--- src/rtl/alu_pkg.sv ---
// ---------------------------------------------------------------------------
// alu_pkg
// Shared definitions for the registered accumulator ALU (alu_acc):
//   - FN_* : 3-bit operation-select codes carried on the Function port
//   - state_e : sequencing states (S_IDLE, S_MULT)
// ---------------------------------------------------------------------------
package alu_pkg;

    localparam logic [2:0] FN_ADD  = 3'b000;
    localparam logic [2:0] FN_ADDI = 3'b001;
    localparam logic [2:0] FN_PASS = 3'b010;
    localparam logic [2:0] FN_ORR  = 3'b011;
    localparam logic [2:0] FN_ANDR = 3'b100;
    localparam logic [2:0] FN_CAT  = 3'b101;
    localparam logic [2:0] FN_MUL  = 3'b110;
    localparam logic [2:0] FN_HOLD = 3'b111;

    typedef enum logic [0:0] {
        S_IDLE = 1'b0,
        S_MULT = 1'b1
    } state_e;

endpackage

--- src/rtl/ripple_adder.sv ---
// ---------------------------------------------------------------------------
// ripple_adder
// W-bit unsigned adder built as a chain of per-bit full adders.
// Ports:
//   a_i, b_i  : W-bit addends
//   cin_i     : carry into bit 0
//   sum_o     : W-bit sum
//   cout_o    : carry out of bit W-1
// ---------------------------------------------------------------------------
module ripple_adder #(
    parameter int W = 4
) (
    input  logic [W-1:0] a_i,
    input  logic [W-1:0] b_i,
    input  logic         cin_i,
    output logic [W-1:0] sum_o,
    output logic         cout_o
);

    logic [W:0] carry;

    assign carry[0] = cin_i;

    for (genvar i = 0; i < W; i++) begin : g_fa
        assign sum_o[i]   = a_i[i] ^ b_i[i] ^ carry[i];
        assign carry[i+1] = (a_i[i] & b_i[i]) | (carry[i] & (a_i[i] ^ b_i[i]));
    end

    assign cout_o = carry[W];

endmodule

--- src/rtl/alu_acc.sv ---
// ---------------------------------------------------------------------------
// alu_acc
// Registered ALU with accumulator feedback and a multi-cycle shift-add
// multiplier sequenced under a Go/Busy/Done handshake.
// Ports:
//   Clock    : system clock, rising edge
//   Reset_b  : asynchronous active-low reset
//   A, B     : W-bit operands
//   UseAcc   : 1 selects ALUout[W-1:0] as operand B instead of port B
//   Function : operation select (FN_* in alu_pkg), sampled only with Go
//   Go       : start request, honoured only in S_IDLE
//   ALUout   : 2W-bit registered result
//   Zero     : registered, 1 when ALUout == 0
//   Busy     : 1 while a multiply is in progress
//   Done     : one-cycle pulse after each result write
// ---------------------------------------------------------------------------
module alu_acc
    import alu_pkg::*;
#(
    parameter int W = 4
) (
    input  logic           Clock,
    input  logic           Reset_b,
    input  logic [W-1:0]   A,
    input  logic [W-1:0]   B,
    input  logic           UseAcc,
    input  logic [2:0]     Function,
    input  logic           Go,
    output logic [2*W-1:0] ALUout,
    output logic           Zero,
    output logic           Busy,
    output logic           Done
);

    // Counter indexes multiplier bits 0..W-1; keep at least one bit for W=1.
    localparam int            CW       = (W > 1) ? $clog2(W) : 1;
    localparam logic [CW-1:0] CNT_LAST = CW'(W - 1);

    state_e           state_q, state_d;
    logic [2*W-1:0]   alu_q, alu_d;
    logic             zero_q;
    logic             done_q, done_d;
    logic [2*W-1:0]   mcand_q, mcand_d;
    logic [W-1:0]     mplier_q, mplier_d;
    logic [2*W-1:0]   prod_q, prod_d;
    logic [CW-1:0]    cnt_q, cnt_d;

    logic [W-1:0]     bop;
    logic [W-1:0]     add_sum;
    logic             add_cout;
    logic             start;
    logic             mul_last;
    logic [2*W-1:0]   partial;
    logic [2*W-1:0]   prod_next;

    assign bop   = UseAcc ? alu_q[W-1:0] : B;
    assign start = (state_q == S_IDLE) && Go;

    // One adder serves both ADD (cin 0) and ADDI (cin 1).
    ripple_adder #(.W(W)) u_adder (
        .a_i    (A),
        .b_i    (bop),
        .cin_i  (Function == FN_ADDI),
        .sum_o  (add_sum),
        .cout_o (add_cout)
    );

    // Shift-add step: product accumulates multiplicand << cnt when bit cnt is set.
    assign partial   = mplier_q[cnt_q] ? (mcand_q << cnt_q) : '0;
    assign prod_next = prod_q + partial;
    assign mul_last  = (state_q == S_MULT) && (cnt_q == CNT_LAST);

    // ---- FSM: state register ----
    // NOTE: sequential state uses non-blocking (<=) so every register samples
    // pre-edge values; blocking here would create order-dependent races.
    always_ff @(posedge Clock or negedge Reset_b) begin
        if (!Reset_b) state_q <= S_IDLE;
        else          state_q <= state_d;
    end

    // ---- FSM: next-state logic ----
    // NOTE: every combinational output gets a default first, so no path
    // leaves it unassigned and no latch is inferred.
    always_comb begin
        state_d = state_q;
        unique case (state_q)
            S_IDLE: if (Go && Function == FN_MUL) state_d = S_MULT;
            S_MULT: if (cnt_q == CNT_LAST)        state_d = S_IDLE;
            default:                              state_d = S_IDLE;
        endcase
    end

    // ---- FSM: outputs ----
    always_comb begin
        Busy = (state_q == S_MULT);
    end

    // ---- Datapath next-state ----
    always_comb begin
        alu_d    = alu_q;
        done_d   = 1'b0;
        mcand_d  = mcand_q;
        mplier_d = mplier_q;
        prod_d   = prod_q;
        cnt_d    = cnt_q;

        if (start) begin
            done_d = (Function != FN_MUL);
            unique case (Function)
                FN_ADD, FN_ADDI: alu_d = {{(W-1){1'b0}}, add_cout, add_sum};
                FN_PASS: alu_d = {{W{1'b0}}, bop};
                FN_ORR:  alu_d = {{(2*W-1){1'b0}}, (|A) | (|bop)};
                FN_ANDR: alu_d = {{(2*W-1){1'b0}}, (&A) & (&bop)};
                FN_CAT:  alu_d = {bop, A};
                FN_MUL: begin
                    mcand_d  = {{W{1'b0}}, A};
                    mplier_d = bop;
                    prod_d   = '0;
                    cnt_d    = '0;
                end
                default: alu_d = alu_q;  // FN_HOLD
            endcase
        end else if (state_q == S_MULT) begin
            prod_d = prod_next;
            cnt_d  = cnt_q + CW'(1);
            if (mul_last) begin
                alu_d  = prod_next;
                done_d = 1'b1;
            end
        end
    end

    // ---- Datapath registers ----
    always_ff @(posedge Clock or negedge Reset_b) begin
        if (!Reset_b) begin
            alu_q    <= '0;
            zero_q   <= 1'b1;
            done_q   <= 1'b0;
            mcand_q  <= '0;
            mplier_q <= '0;
            prod_q   <= '0;
            cnt_q    <= '0;
        end else begin
            alu_q    <= alu_d;
            zero_q   <= (alu_d == '0);
            done_q   <= done_d;
            mcand_q  <= mcand_d;
            mplier_q <= mplier_d;
            prod_q   <= prod_d;
            cnt_q    <= cnt_d;
        end
    end

    assign ALUout = alu_q;
    assign Zero   = zero_q;
    assign Done   = done_q;

endmodule

--- config.mk ---
export PLATFORM = sky130hd
export DESIGN_NAME = alu_acc
export DESIGN_NICKNAME = d
export VERILOG_FILES = /design/src/rtl/alu_pkg.sv /design/src/rtl/ripple_adder.sv /design/src/rtl/alu_acc.sv
export SDC_FILE = /design/constraint.sdc
export NUM_CORES = 1
export LEC_CHECK = 0
export BUFFER_PORTS_ARGS = -buffer_cell sky130_fd_sc_hd__buf_2
export CAP_MARGIN = 20
export CORE_ASPECT_RATIO = 1.2
export CORE_MARGIN = 8
export CORE_UTILIZATION = 26
export DETAILED_ROUTE_END_ITERATION = 12
export SETUP_SLACK_MARGIN = 0.15
export SLEW_MARGIN = 20
export SYNTH_ARGS = -nofsm -noshare
export SYNTH_HDL_FRONTEND = slang
export SYNTH_SLANG_ARGS = --single-unit
--- constraint.sdc ---
create_clock -name Clock -period 3.7 [get_ports Clock]
set_input_delay 0.74 -clock Clock [delete_from_list [all_inputs] [get_ports Clock]]
set_output_delay 0.74 -clock Clock [all_outputs]
set_load 0.02 [all_outputs]
After elaboration in Yosys (flattened, before gate mapping)
Index checks and enable logic that the tools add are counted.
{"block": "totals", "wordCells": 77, "register_bits": 29, "inputBits": 15, "output_inout_bits": 11}
{"block": "op_classes", "n_mux": 20, "n_lt_le_gt_ge": 1, "addsub": 2, "shifts": 1, "eq_ne": 9, "bitwise": 23, "reduce_logical": 13}
{"operator": "8-bit 2-to-1 mux", "count": 7}
{"operator": "8-bit one-hot mux with 5 select lines", "count": 1}
{"operator": "1-bit AND", "count": 9}
{"operator": "3-bit equality test, second input constant", "count": 3}
{"operator": "8-bit adder", "count": 1}
{"operator": "8-bit logical NOT", "count": 1}
{"operator": "4-bit AND reduction", "count": 2}
{"operator": "4-bit OR reduction", "count": 2}
{"operator": "4-bit by 2-bit left shift with 8-bit output", "count": 1}
{"operator": "1-bit bitwise XOR", "count": 8}
{"operator": "3-bit by 2-bit equality test with 1-bit output, second input constant", "count": 2}
{"operator": "1-bit 2-to-1 mux", "count": 6}
{"operator": "2-bit 2-to-1 mux", "count": 3}
{"operator": "1-bit bitwise OR", "count": 5}
{"operator": "4-bit 2-to-1 mux", "count": 1}
{"operator": "2-bit AND reduction", "count": 2}
{"operator": "3-bit by 1-bit equality test with 1-bit output, second input constant", "count": 1}
{"operator": "1-bit logical AND", "count": 3}
{"operator": "3-bit logical NOT", "count": 1}
{"operator": "2-bit by 3-bit less-than comparator with 1-bit output, second input constant", "count": 1}
{"operator": "3-bit inequality test, second input constant", "count": 1}
{"operator": "2-bit by 1-bit adder with 2-bit output, second input constant", "count": 1}
{"operator": "1-bit binary-select mux with 2-bit select", "count": 1}
{"operator": "2-bit equality test, second input constant", "count": 1}
{"operator": "other kinds (5)", "count": 5}

Longest topological paths before layout
Gate-level depths: netlist of run 1.
{"block": "depth", "word_depth": 13, "ltp_mapped": 13}

Modules after synthesis
From an unflattened synthesis of run 1, not the netlist that was laid out.
{"block": "hier_totals", "cells_unflattened": 243, "hier_area_um2": 2088.3}
{"module": "alu_acc", "area_each_um2": 1970.6, "n_inst": 1, "cells_per_inst": 229}
{"module": "ripple_adder", "area_each_um2": 117.6, "n_inst": 1, "cells_per_inst": 14}

Worst setup path before layout of run 1
OpenSTA, ideal clock, no wires.
{"block": "synth_timing", "kind": "in2reg", "startpoint": "in Function[2]", "endpoint": "reg zero_q (netlist: Zero)", "stages": 13, "setup_slack_ns": -0.359, "t_required_ns": 3.610, "arrival_ns": 3.969, "n_path_buf": 1, "setup_ns": 0.090, "cell_sequence": "buf_1 -> nor2_1 -> nand2_1 -> fa_1 -> fa_1 -> fa_1 -> inv_1 -> fa_1 -> a221oi_1 -> o21ai_0 -> a32o_1 -> or4b_1 -> nor4_2"}
{"element": "from (decl)", "line": "alu_acc.sv:27", "text": "input logic [2:0] Function,"}
{"element": "3-bit by 1-bit equality test with 1-bit output", "line": "alu_acc.sv:63, alu_acc.sv:109"}
{"element": "1-bit AND", "line": "ripple_adder.sv:26", "text": "assign carry[i+1] = (a_i[i] & b_i[i]) | (carry[i] & (a_i[i] ^ b_i[i]));"}
{"element": "1-bit bitwise OR", "line": "ripple_adder.sv:26"}
{"element": "1-bit AND", "line": "ripple_adder.sv:26"}
{"element": "1-bit bitwise OR", "line": "ripple_adder.sv:26"}
{"element": "1-bit AND", "line": "ripple_adder.sv:26"}
{"element": "1-bit bitwise OR", "line": "ripple_adder.sv:26"}
{"element": "1-bit bitwise XOR", "line": "ripple_adder.sv:25", "text": "assign sum_o[i] = a_i[i] ^ b_i[i] ^ carry[i];"}
{"element": "8-bit one-hot mux with 5 select lines (*)", "line": "alu_acc.sv:109", "text": "unique case (Function)"}
{"element": "8-bit 2-to-1 mux (*)", "line": "alu_acc.sv:107", "text": "if (start) begin"}
{"element": "via alu_d[3]", "line": "alu_acc.sv:40", "text": "logic [2*W-1:0] alu_q, alu_d;"}
{"element": "8-bit logical NOT (*)", "line": "alu_acc.sv:145", "text": "zero_q <= (alu_d == '0);"}
{"element": "to (signal assigned)", "line": "alu_acc.sv:145"}
{"element": "to (decl)", "line": "alu_acc.sv:41", "text": "logic zero_q;"}
Mark *: on every way through the listed nets, which the timed path passes. The rest lies on a longest branch.
A chain may end at the register's enable or synchronous reset.

Final worst setup path of run 1
{"block": "layout_timing", "startpoint": "in UseAcc", "endpoint": "reg zero_q (netlist: Zero)"}
{"element": "from (decl)", "line": "alu_acc.sv:26", "text": "input logic UseAcc,"}
{"element": "4-bit 2-to-1 mux (*)", "line": "alu_acc.sv:56", "text": "assign bop = UseAcc ? alu_q[W-1:0] : B;"}
{"element": "1-bit bitwise XOR", "line": "ripple_adder.sv:26"}
{"element": "1-bit AND", "line": "ripple_adder.sv:26"}
{"element": "1-bit bitwise OR", "line": "ripple_adder.sv:26"}
{"element": "1-bit AND", "line": "ripple_adder.sv:26"}
{"element": "1-bit bitwise OR", "line": "ripple_adder.sv:26"}
{"element": "1-bit AND", "line": "ripple_adder.sv:26"}
{"element": "1-bit bitwise OR", "line": "ripple_adder.sv:26"}
{"element": "1-bit bitwise XOR", "line": "ripple_adder.sv:25"}
{"element": "8-bit one-hot mux with 5 select lines (*)", "line": "alu_acc.sv:109"}
{"element": "8-bit 2-to-1 mux (*)", "line": "alu_acc.sv:107"}
{"element": "via alu_d[3]", "line": "alu_acc.sv:40"}
{"element": "8-bit logical NOT (*)", "line": "alu_acc.sv:145"}
Marks and branches as above.

==> results.cfg, run 1 <==
[clock_network]
cts_tree = done
clock_sinks = 29
hold_buffers = 0
path_clk_slew_ps = 80
insertion_delay_ps = 290
cts_buffer_depth = 2
htree_levels = 2
cts_made_buffers = 5
root_buffer = clkbuf_8

[yosys]
synthesis.instances = 233
syn-num-nets = 261
yosysMostFrequentCell = nand2_1
synth_edf_count = 0
syn_area_per_cell_um2 = 8.75
netlist_top_cells_count = 31 x nand2_1, 28 x dfrtp_1, 27 x o21ai_0
synth-main-ff-cell = dfrtp_1
async_reset_ff_frac = 1.00
yosysWarningCount = 0
synth_area_leader_cell = dfrtp_1
synth_area_um2 = 2040
yosys-top-cells-area = dfrtp_1 34%, o21ai_0 6.6%, nand2_1 5.7%
yosysTopAreaCellShare = 0.344
synth-seq-area-share = 0.356
synth_seq_cells = 29
synth_cell_types = 51

[finish]
utilization = 0.323
antenna_cells = 0
final_cells = 359
syn2layout_area_growth_pct = 21.4
drive_gt1_frac = 0.251
final_net_count = 294

[critical_path]
end_kind = flip-flop
critPathMaxFanout = 2
startpoint_type = primary input
r2r-start = ALUout[0]$_DFF_PN0_
path_cells = buf_2 > mux2_4 > inv_2 > fa_2 > fa_2 > fa_2 > inv_2 > fa_1 > a221oi_2 > o21ai_1 > a32o_2 > or4b_4 > nor4_4
arrival_ps = 3880
required_ps = 3910
cp_slowest_cell = or4b_4
crit_top_cell = fa_2
max_stage_delay_ps = 530
crit_type = in -> reg
cp-startpoint = UseAcc

[drt]
drt-initial-drc-count = 127
vias_per_cell = 5.08
ant_nets = 0
wl_per_cell_um = 15.4
num_vias = 1824
drt-pass1-iter-count = 4
drc = 0
wl_um = 5520

[floorplan]
rows = 35
dieArea_um2 = 10900
initial_core_util = 0.266
die_y_um = 113
coreArea_um2 = 7660
io_pins = 26
die_w_um = 96.9

[placement]
hpwl_um = 4280
routabilityCongestion = 0.907
port_buffers = 25
placedCellCount = 351

[global_routing]
grt_pass1_wl_um = 8910
grt_max_degree = 30
grt_pass1_vias = 1812
overflow = 0
antenna_found_initial = 0
grt_use_total = 0.0992

[pwr]
power_density_nw_per_um2 = 771
max-vdd-ir-drop_mv = 0.261
p_leak_nw = 1.12

[timing]
period_share = 0.991
hold_viol = 0
fin_crit_ps = 3670
relSlewSlack = 0.456
finClkSkew_ps = 10.4
setup_violations = 0
fin_setup_tns_ps = 0
worstMarginPinSlew_ps = 810
rsz0062_at_grt = true
drv_slew = 0
max_freq_mhz = 273

[status]
outcome = complete, no violations

[worst_hold_path]
hold_path_class = in -> async

[run]
maxCapViolations = 0
==> flip-flops by register name, summed over array words and instances, names as in the netlist <==
register / cells
mcand_q: 4
prod_q: 8
cnt_q: 2
Zero: 1
ALUout: 8
Busy: 1
mplier_q: 4
Done: 1
==> per-layer routing <==
layer | global-route usage | vias up | share of wire
met5 | 0 | - | 0
met4 | 0.0401 | 0 | 0.027
met3 | 0.0201 | 13 | 0.035
met2 | 0.161 | 51 | 0.47
met1 | 0.125 | 863 | 0.46
li1 | - | 897 | -
==> per-stage QoR <==
step / area, um^2 / total power, W / setup slack, ps / hold WS, ps
floorplan: 2050 / 0.00125 / -234 / 444
global placement: 2330 / 0.00154 / -336 / 501
detailed placement: 2330 / 0.00155 / -368 / 514
CTS: 2460 / 0.00191 / -41.8 / 508
global route: 2480 / 0.00205 / -43.7 / 543
finish: 2480 / 0.00191 / 32.1 / 476
==> report_power, final <==
part	switching (W)	leakage (nW)	internal (W)
clock network	0.000135	0.0543	0.000201
logic	0.000533	0.701	0.000415
registers	0.000171	0.362	0.000452
total	0.000839	1.12	0.00107
==> layout make-up <==
type	count	area, um^2
fillers	796	5190
multi-input cells	182	1260
flip-flops and latches	29	727
repair buffers	38	223
well taps	92	115
clock buffers	5	68.8
clock inverters	3	46.3
inverters	10	37.5
==> cells in the final DEF, fill, tap and decap left out, types with 3 or more instances in the layout <==
master / n
clkbuf_8: 5
nor2_1: 18
a31oi_1: 3
o21bai_1: 3
nand2_1: 30
buf_2: 25
mux2i_1: 4
nor3_1: 4
xor2_1: 4
inv_1: 8
o21ai_0: 26
ha_1: 8
dfrtp_1: 28
buf_4: 13
nand3_1: 6
a211oi_1: 4
a21oi_1: 17
nand2b_1: 4
fa_2: 3
nor2b_1: 3
and2_1: 5
==> worst max-delay path: cells and delay by family <==
| kind | cells | cell delay (ps) |
|---|---|---|
| buffers and inverters | 3 | 210 |
| AOI/OAI and AO/OA | 3 | 610 |
| adders and majority gates | 4 | 1440 |
| and+or+nand+nor | 2 | 660 |
| muxes | 1 | 200 |
==> what timing repair did <==
item                       in CTS  in global routing
pin swaps                       4                  4
buffers inserted                0                  0
gates resized for setup         5                  4
setup endpoints to repair       1                  1
==> logic make-up after synthesis <==
logic type / Yosys count / share of synthesized area
and+or+nand+nor: 87 / 0.214
AOI/OAI and AO/OA: 68 / 0.206
DFF: 29 / 0.356
buffers and inverters: 22 / 0.0448
adders and majority gates: 13 / 0.0982
muxes: 8 / 0.0546
xor gates and xnor gates: 6 / 0.0258
==> worst paths after layout <==
check | slack, ps | cells after the start | endpoint
max reg2reg | 280 | 12 | Zero$_DFF_PN1_
min in group Clock | 540 | 2 | prod_q[6]$_DFFE_PN0P_
min | 480 | 1 | prod_q[1]$_DFFE_PN0P_
min reg2reg | 540 | 2 | prod_q[6]$_DFFE_PN0P_
max | 30 | 13 | Zero$_DFF_PN1_
max in group asynchronous | 2810 | 1 | mplier_q[1]$_DFFE_PN0P_
No activity file was read; power rests on OpenSTA's default activity.
==> inputs of run 2 (changes only) <==
--- a/config.mk
+++ b/config.mk
@@ -8,7 +8,7 @@
 export BUFFER_PORTS_ARGS = -buffer_cell sky130_fd_sc_hd__buf_2
 export CAP_MARGIN = 20
 export CORE_ASPECT_RATIO = 1.2
-export CORE_MARGIN = 8
+export CORE_MARGIN = 1
 export CORE_UTILIZATION = 26
 export DETAILED_ROUTE_END_ITERATION = 12
 export SETUP_SLACK_MARGIN = 0.15
==> run 2 against run 1 <==
  * Count of clock-buffer cells in the layout unchanged
  * Total power up 0.19%
  * Die area down 25%
  * Largest cell class unchanged
  * Highest routed layer unchanged
  * Maximum frequency about the same
  * First-iteration DRC count down 8.7%
  * Critical path type unchanged
==> results.cfg, run 2 (synthesis gave the netlist of run 1 again) <==
[timing]
worst_slack_ps = 31.1
finClkSkew_ps = 4.25
worstMarginPinSlew_ps = 803
hold_viol = 0
rsz0062_at_grt = true
fin_setup_tns_ps = 0
relSlewSlack = 0.460
fin_crit_ps = 3670
drv_slew = 0
setup_violations = 0
max_freq_mhz = 273
period_share = 0.992

[placement]
preCtsSetupSlack_ps = -428
hpwl_um = 4210
port_buffers = 25
routabilityCongestion = 0.894

[critical_path]
end_kind = flip-flop
startpoint_type = primary input
cp_slowest_cell = or4b_4
worst-r2r-setup-slack_ps = 240
critPathMaxFanout = 2
r2r-start = ALUout[0]$_DFF_PN0_
crit_buf_inv = 3
max_stage_delay_ps = 510
rr_worst_depth = 12
path_cells = buf_6 > mux2_4 > inv_2 > fa_2 > fa_2 > fa_2 > inv_2 > fa_1 > a221oi_2 > o21ai_1 > a32o_2 > or4b_4 > nor4_2
r2r-end = Zero$_DFF_PN1_
arrival_ps = 3870
crit_top_cell = fa_2
crit_type = in -> reg
path_delay_family = adder cells
required_ps = 3900

[finish]
seqCellArea_um2 = 727
drive_gt1_frac = 0.247
final_common_cell = nand2_1
utilization = 0.325
multi_input_area_um2 = 1250
final_cell_mix = 31 x nand2_1, 28 x dfrtp_1, 26 x o21ai_0
n_fill_cell = 837
syn2layout_area_growth_pct = 21.5
final_net_count = 294
antenna_cells = 0

[pwr]
switching_share = 0.438
switching_power_w = 0.000837
internal-power_w = 0.00108
max-vdd-ir-drop_mv = 0.284
power_density_nw_per_um2 = 772
clkPwrFrac = 0.178
p_leak_nw = 1.12
combPwrFrac = 0.507
seqPwrFrac = 0.316

[floorplan]
die_y_um = 99.0
io_pins = 26
rows = 35
initial_core_util = 0.268
dieArea_um2 = 8200
coreArea_um2 = 7620
die_w_um = 82.9

[status]
outcome = complete, no violations

[clock_network]
insertion_delay_ps = 280
cts_buffer_depth = 2
clock_sinks = 29
cts_made_buffers = 5
root_buffer = clkbuf_8
htree_levels = 2
cts_tree = done
cts_setup_buffers = 0
path_clk_slew_ps = 70

[global_routing]
grt_use_total = 0.139
grt_pass1_vias = 1756
overflow = 0
grt_max_degree = 30
antenna_found_initial = 0
grt_pass1_wl_um = 8950

[drt]
wl_per_cell_um = 15.2
drt-initial-drc-count = 116
drt-pass1-iter-count = 4
drc = 0
ant_nets = 0
wl_um = 5450
num_vias = 1831
vias_per_cell = 5.10

[run]
maxCapViolations = 0

[worst_hold_path]
hold_path_class = in -> async
==> run 2: cell counts in the layout (fill, tap and decap cells not counted) <==
Identical to the previous run, type by type.
==> run 2: what timing repair did <==
| item | CTS | global route |
|---|---|---|
| hold buffers | 0 | 0 |
| resized for setup | 8 | 1 |
| pin swaps | 3 | 1 |
| endpoints found under the setup margin | 1 | 1 |
==> run 2: power by group through the flow <==
stage / sequential, W / clock, W / combinational, W
after detailed placement: 0.000607 / 0 / 0.000946
after CTS: 0.000603 / 0.000342 / 0.000965
after floorplan: 0.000612 / 0 / 0.000641
after global placement: 0.000603 / 0 / 0.000934
final: 0.000604 / 0.000339 / 0.000969
after global routing: 0.000625 / 0.000356 / 0.00108
==> run 2: worst reg2reg max path, cell delays in order, from the launching register on <==
cell	delay, ps
dfrtp_1	380
mux2_4	170
inv_2	40
fa_2	350
fa_2	350
fa_2	350
inv_2	60
fa_1	410
a221oi_2	250
o21ai_1	100
a32o_2	260
or4b_4	510
nor4_2	150
==> run 2: worst max-delay path by stage <==
stage / end / slack [ps] / depth (start not counted) / start
after floorplan: Zero$_DFF_PN1_ / -230 / 13 / UseAcc
after global placement: Zero$_DFF_PN1_ / -340 / 13 / UseAcc
after detailed placement: Zero$_DFF_PN1_ / -430 / 13 / UseAcc
after CTS: Zero$_DFF_PN1_ / -50 / 13 / UseAcc
after global routing: Zero$_DFF_PN1_ / -50 / 13 / Function[2]
final: Zero$_DFF_PN1_ / 30 / 13 / UseAcc
==> run 2: per-stage QoR <==
stage	instances	hold slack (ps)	instance area, um^2	power, W
floorplan	233	444	2050	0.00125
global route	359	540	2480	0.00207
global placement	351	503	2330	0.00154
CTS	359	508	2470	0.00191
detailed placement	351	511	2330	0.00155
finish	359	479	2480	0.00191
==> run 2: per-layer routing <==
layer	track usage	up-vias	routed length [um]
met1	0.180	879	2480
li1	-	897	-
met4	0.0411	0	77
met3	0.0201	6	168
met5	0	-	0
met2	0.240	49	2720
==> run 2: area by class of cell <==
class	count	area share
multi-input cells	182	0.504
flip-flops and latches	29	0.293
repair buffers	38	0.0949
well taps	92	0.0465
clock buffers	5	0.0278
clock inverters	3	0.0187
inverters	10	0.0152
==> inputs of run 3 (changes only) <==
--- a/config.mk
+++ b/config.mk
@@ -8,9 +8,10 @@
 export BUFFER_PORTS_ARGS = -buffer_cell sky130_fd_sc_hd__buf_2
 export CAP_MARGIN = 20
 export CORE_ASPECT_RATIO = 1.2
-export CORE_MARGIN = 1
 export CORE_UTILIZATION = 26
 export DETAILED_ROUTE_END_ITERATION = 12
+export GPL_TIMING_DRIVEN = 0
+export RECOVER_POWER = 50
 export SETUP_SLACK_MARGIN = 0.15
 export SLEW_MARGIN = 20
 export SYNTH_ARGS = -nofsm -noshare
==> run 3 against run 2 <==
  * The run now ends with max-capacitance violations, max-slew violations, negative setup slack left
  * Design area unchanged
  * First-iteration DRC count up 12%
  * Sequential share of layout area unchanged
  * Worst setup slack worse by 130 ps
  * Utilization unchanged
  * Via count up 0.49%
  * Global-route usage about the same
  * Sequential cell count unchanged
  * Non-clock buffer count unchanged
  * Count of clock-buffer cells in the layout up 2
  * Critical path depth unchanged
  * Clock skew up 7.4 ps
  * Critical endpoint unchanged
  * Largest power group unchanged
  * Highest routed layer unchanged
==> results.cfg, run 3 (synthesis gave the netlist of run 1 again) <==
[status]
outcome = finished with violations
failed_checks = max-capacitance violations, max-slew violations, negative setup slack

[clock_network]
cts_tree = done
clock_sinks = 29
insertion_delay_ps = 280
cts_buffer_depth = 2
path_clk_slew_ps = 70
root_buffer = clkbuf_8
htree_levels = 2
cts_made_buffers = 5

[finish]
seqCellArea_um2 = 727
syn2layout_area_growth_pct = 21.5
antenna_cells = 0
multi_input_area_um2 = 1260
drive_gt1_frac = 0.195
final_common_cell = nand2_1
final_cell_mix = 30 x nand2_1, 28 x dfrtp_1, 26 x o21ai_0
n_fill_cell = 800
final_net_count = 294

[timing]
period_share = 1.03
worst_slack_ps = -97.2
hold_viol = 0
finClkSkew_ps = 11.6
max_freq_mhz = 263
drv_slew = 30
setup_violations = 1
rsz0062_at_grt = true
holdWs_ps = 519
fin_crit_ps = 3800
worstMarginPinSlew_ps = 1520
relSlewSlack = -0.0106

[placement]
port_buffers = 23
routabilityCongestion = 0.905
preCtsSetupSlack_ps = -622
hpwl_um = 4120

[worst_hold_path]
hold_path_class = reg -> reg

[floorplan]
die_y_um = 99.0
rows = 35
io_pins = 26
dieArea_um2 = 8200
initial_core_util = 0.268
coreArea_um2 = 7620
die_w_um = 82.9

[drt]
ant_nets = 0
vias_per_cell = 5.13
wl_um = 5260
wl_per_cell_um = 14.6
drc = 0
num_vias = 1840
drt-initial-drc-count = 130
drt-pass1-iter-count = 4

[critical_path]
crit_top_cell = fa_2
cp_slowest_cell = or4b_4
startpoint_type = primary input
max_stage_delay_ps = 500
required_ps = 3900
end_kind = flip-flop
critPathMaxFanout = 8
path_cells = buf_6 > mux2_4 > inv_2 > fa_2 > fa_2 > fa_2 > inv_2 > fa_1 > a221oi_2 > o21ai_1 > a32o_2 > or4b_4 > nor4_4
crit_type = in -> reg
arrival_ps = 3990

[global_routing]
overflow = 0
antenna_found_initial = 0
grt_max_degree = 30
grt_pass1_wl_um = 9000
grt_pass1_vias = 1800
grt_use_total = 0.139

[pwr]
power_density_nw_per_um2 = 773
max-vdd-ir-drop_mv = 0.313
p_leak_nw = 1.08
power_w = 0.00192

[run]
maxCapViolations = 1
## run 3: what timing repair did
action | CTS | global route
pin swaps | 5 | 8
hold buffers | 0 | 0
endpoints found under the setup margin | 1 | 1
resized for setup | 17 | 3
setup buffers | 2 | 1
## run 3: area by class of cell
cell class	instances	area share
plain buffers	12	0.0308
clock buffers	7	0.0348
clock inverters	1	0.0121
inverters	10	0.0152
multi-input cells	182	0.508
flip-flops and latches	29	0.293
well taps	92	0.0465
repair buffers	26	0.0591
## run 3: metal layers
| layer | vias to the layer above | GRT usage | share of wire |
|---|---|---|---|
| met5 | - | 0 | 0 |
| met4 | 0 | 0.0570 | 0.024 |
| met3 | 10 | 0.0260 | 0.042 |
| met2 | 60 | 0.240 | 0.49 |
| met1 | 870 | 0.171 | 0.44 |
| li1 | 900 | - | - |
## run 3: final timing paths
kind                                            start                      to  cells after the start  slack (ps)
worst max-delay path                           UseAcc          Zero$_DFF_PN1_                     13        -100
worst min-delay path            prod_q[6]$_DFFE_PN0P_   prod_q[6]$_DFFE_PN0P_                      2         520
worst max register to register    ALUout[0]$_DFF_PN0_          Zero$_DFF_PN1_                     12          30
worst min register to register  prod_q[6]$_DFFE_PN0P_   prod_q[6]$_DFFE_PN0P_                      2         520
max in group asynchronous                     Reset_b  mcand_q[0]$_DFFE_PN0P_                      1        1990
min in group asynchronous                     Reset_b   prod_q[4]$_DFFE_PN0P_                      1         810
## run 3: worst max-delay path: cells and delay by family
family          cells  cell delay (ps)
fa+ha+maj           4             1490
mux                 1              220
buf+inv             3              230
simple gates        2              630
compound gates      3              670
## run 3: where the power goes
part	switching [W]	internal (W)	total [W]	leakage (nW)
registers	0.000130	0.000453	0.000583	0.362
clock network	0.000122	0.000219	0.000341	0.0585
logic	0.000579	0.000413	0.000992	0.665
total	0.000830	0.00109	0.00192	1.08
## run 3: per-stage QoR
step                cells  cell area (um^2)  TNS (ps)   util
floorplan             233              2050      -234      -
global placement      348              2280      -626  0.299
detailed placement    348              2280      -622  0.299
CTS                   358              2460      -218  0.323
global route          359              2480      -197  0.325
finish                359              2480     -97.2  0.325
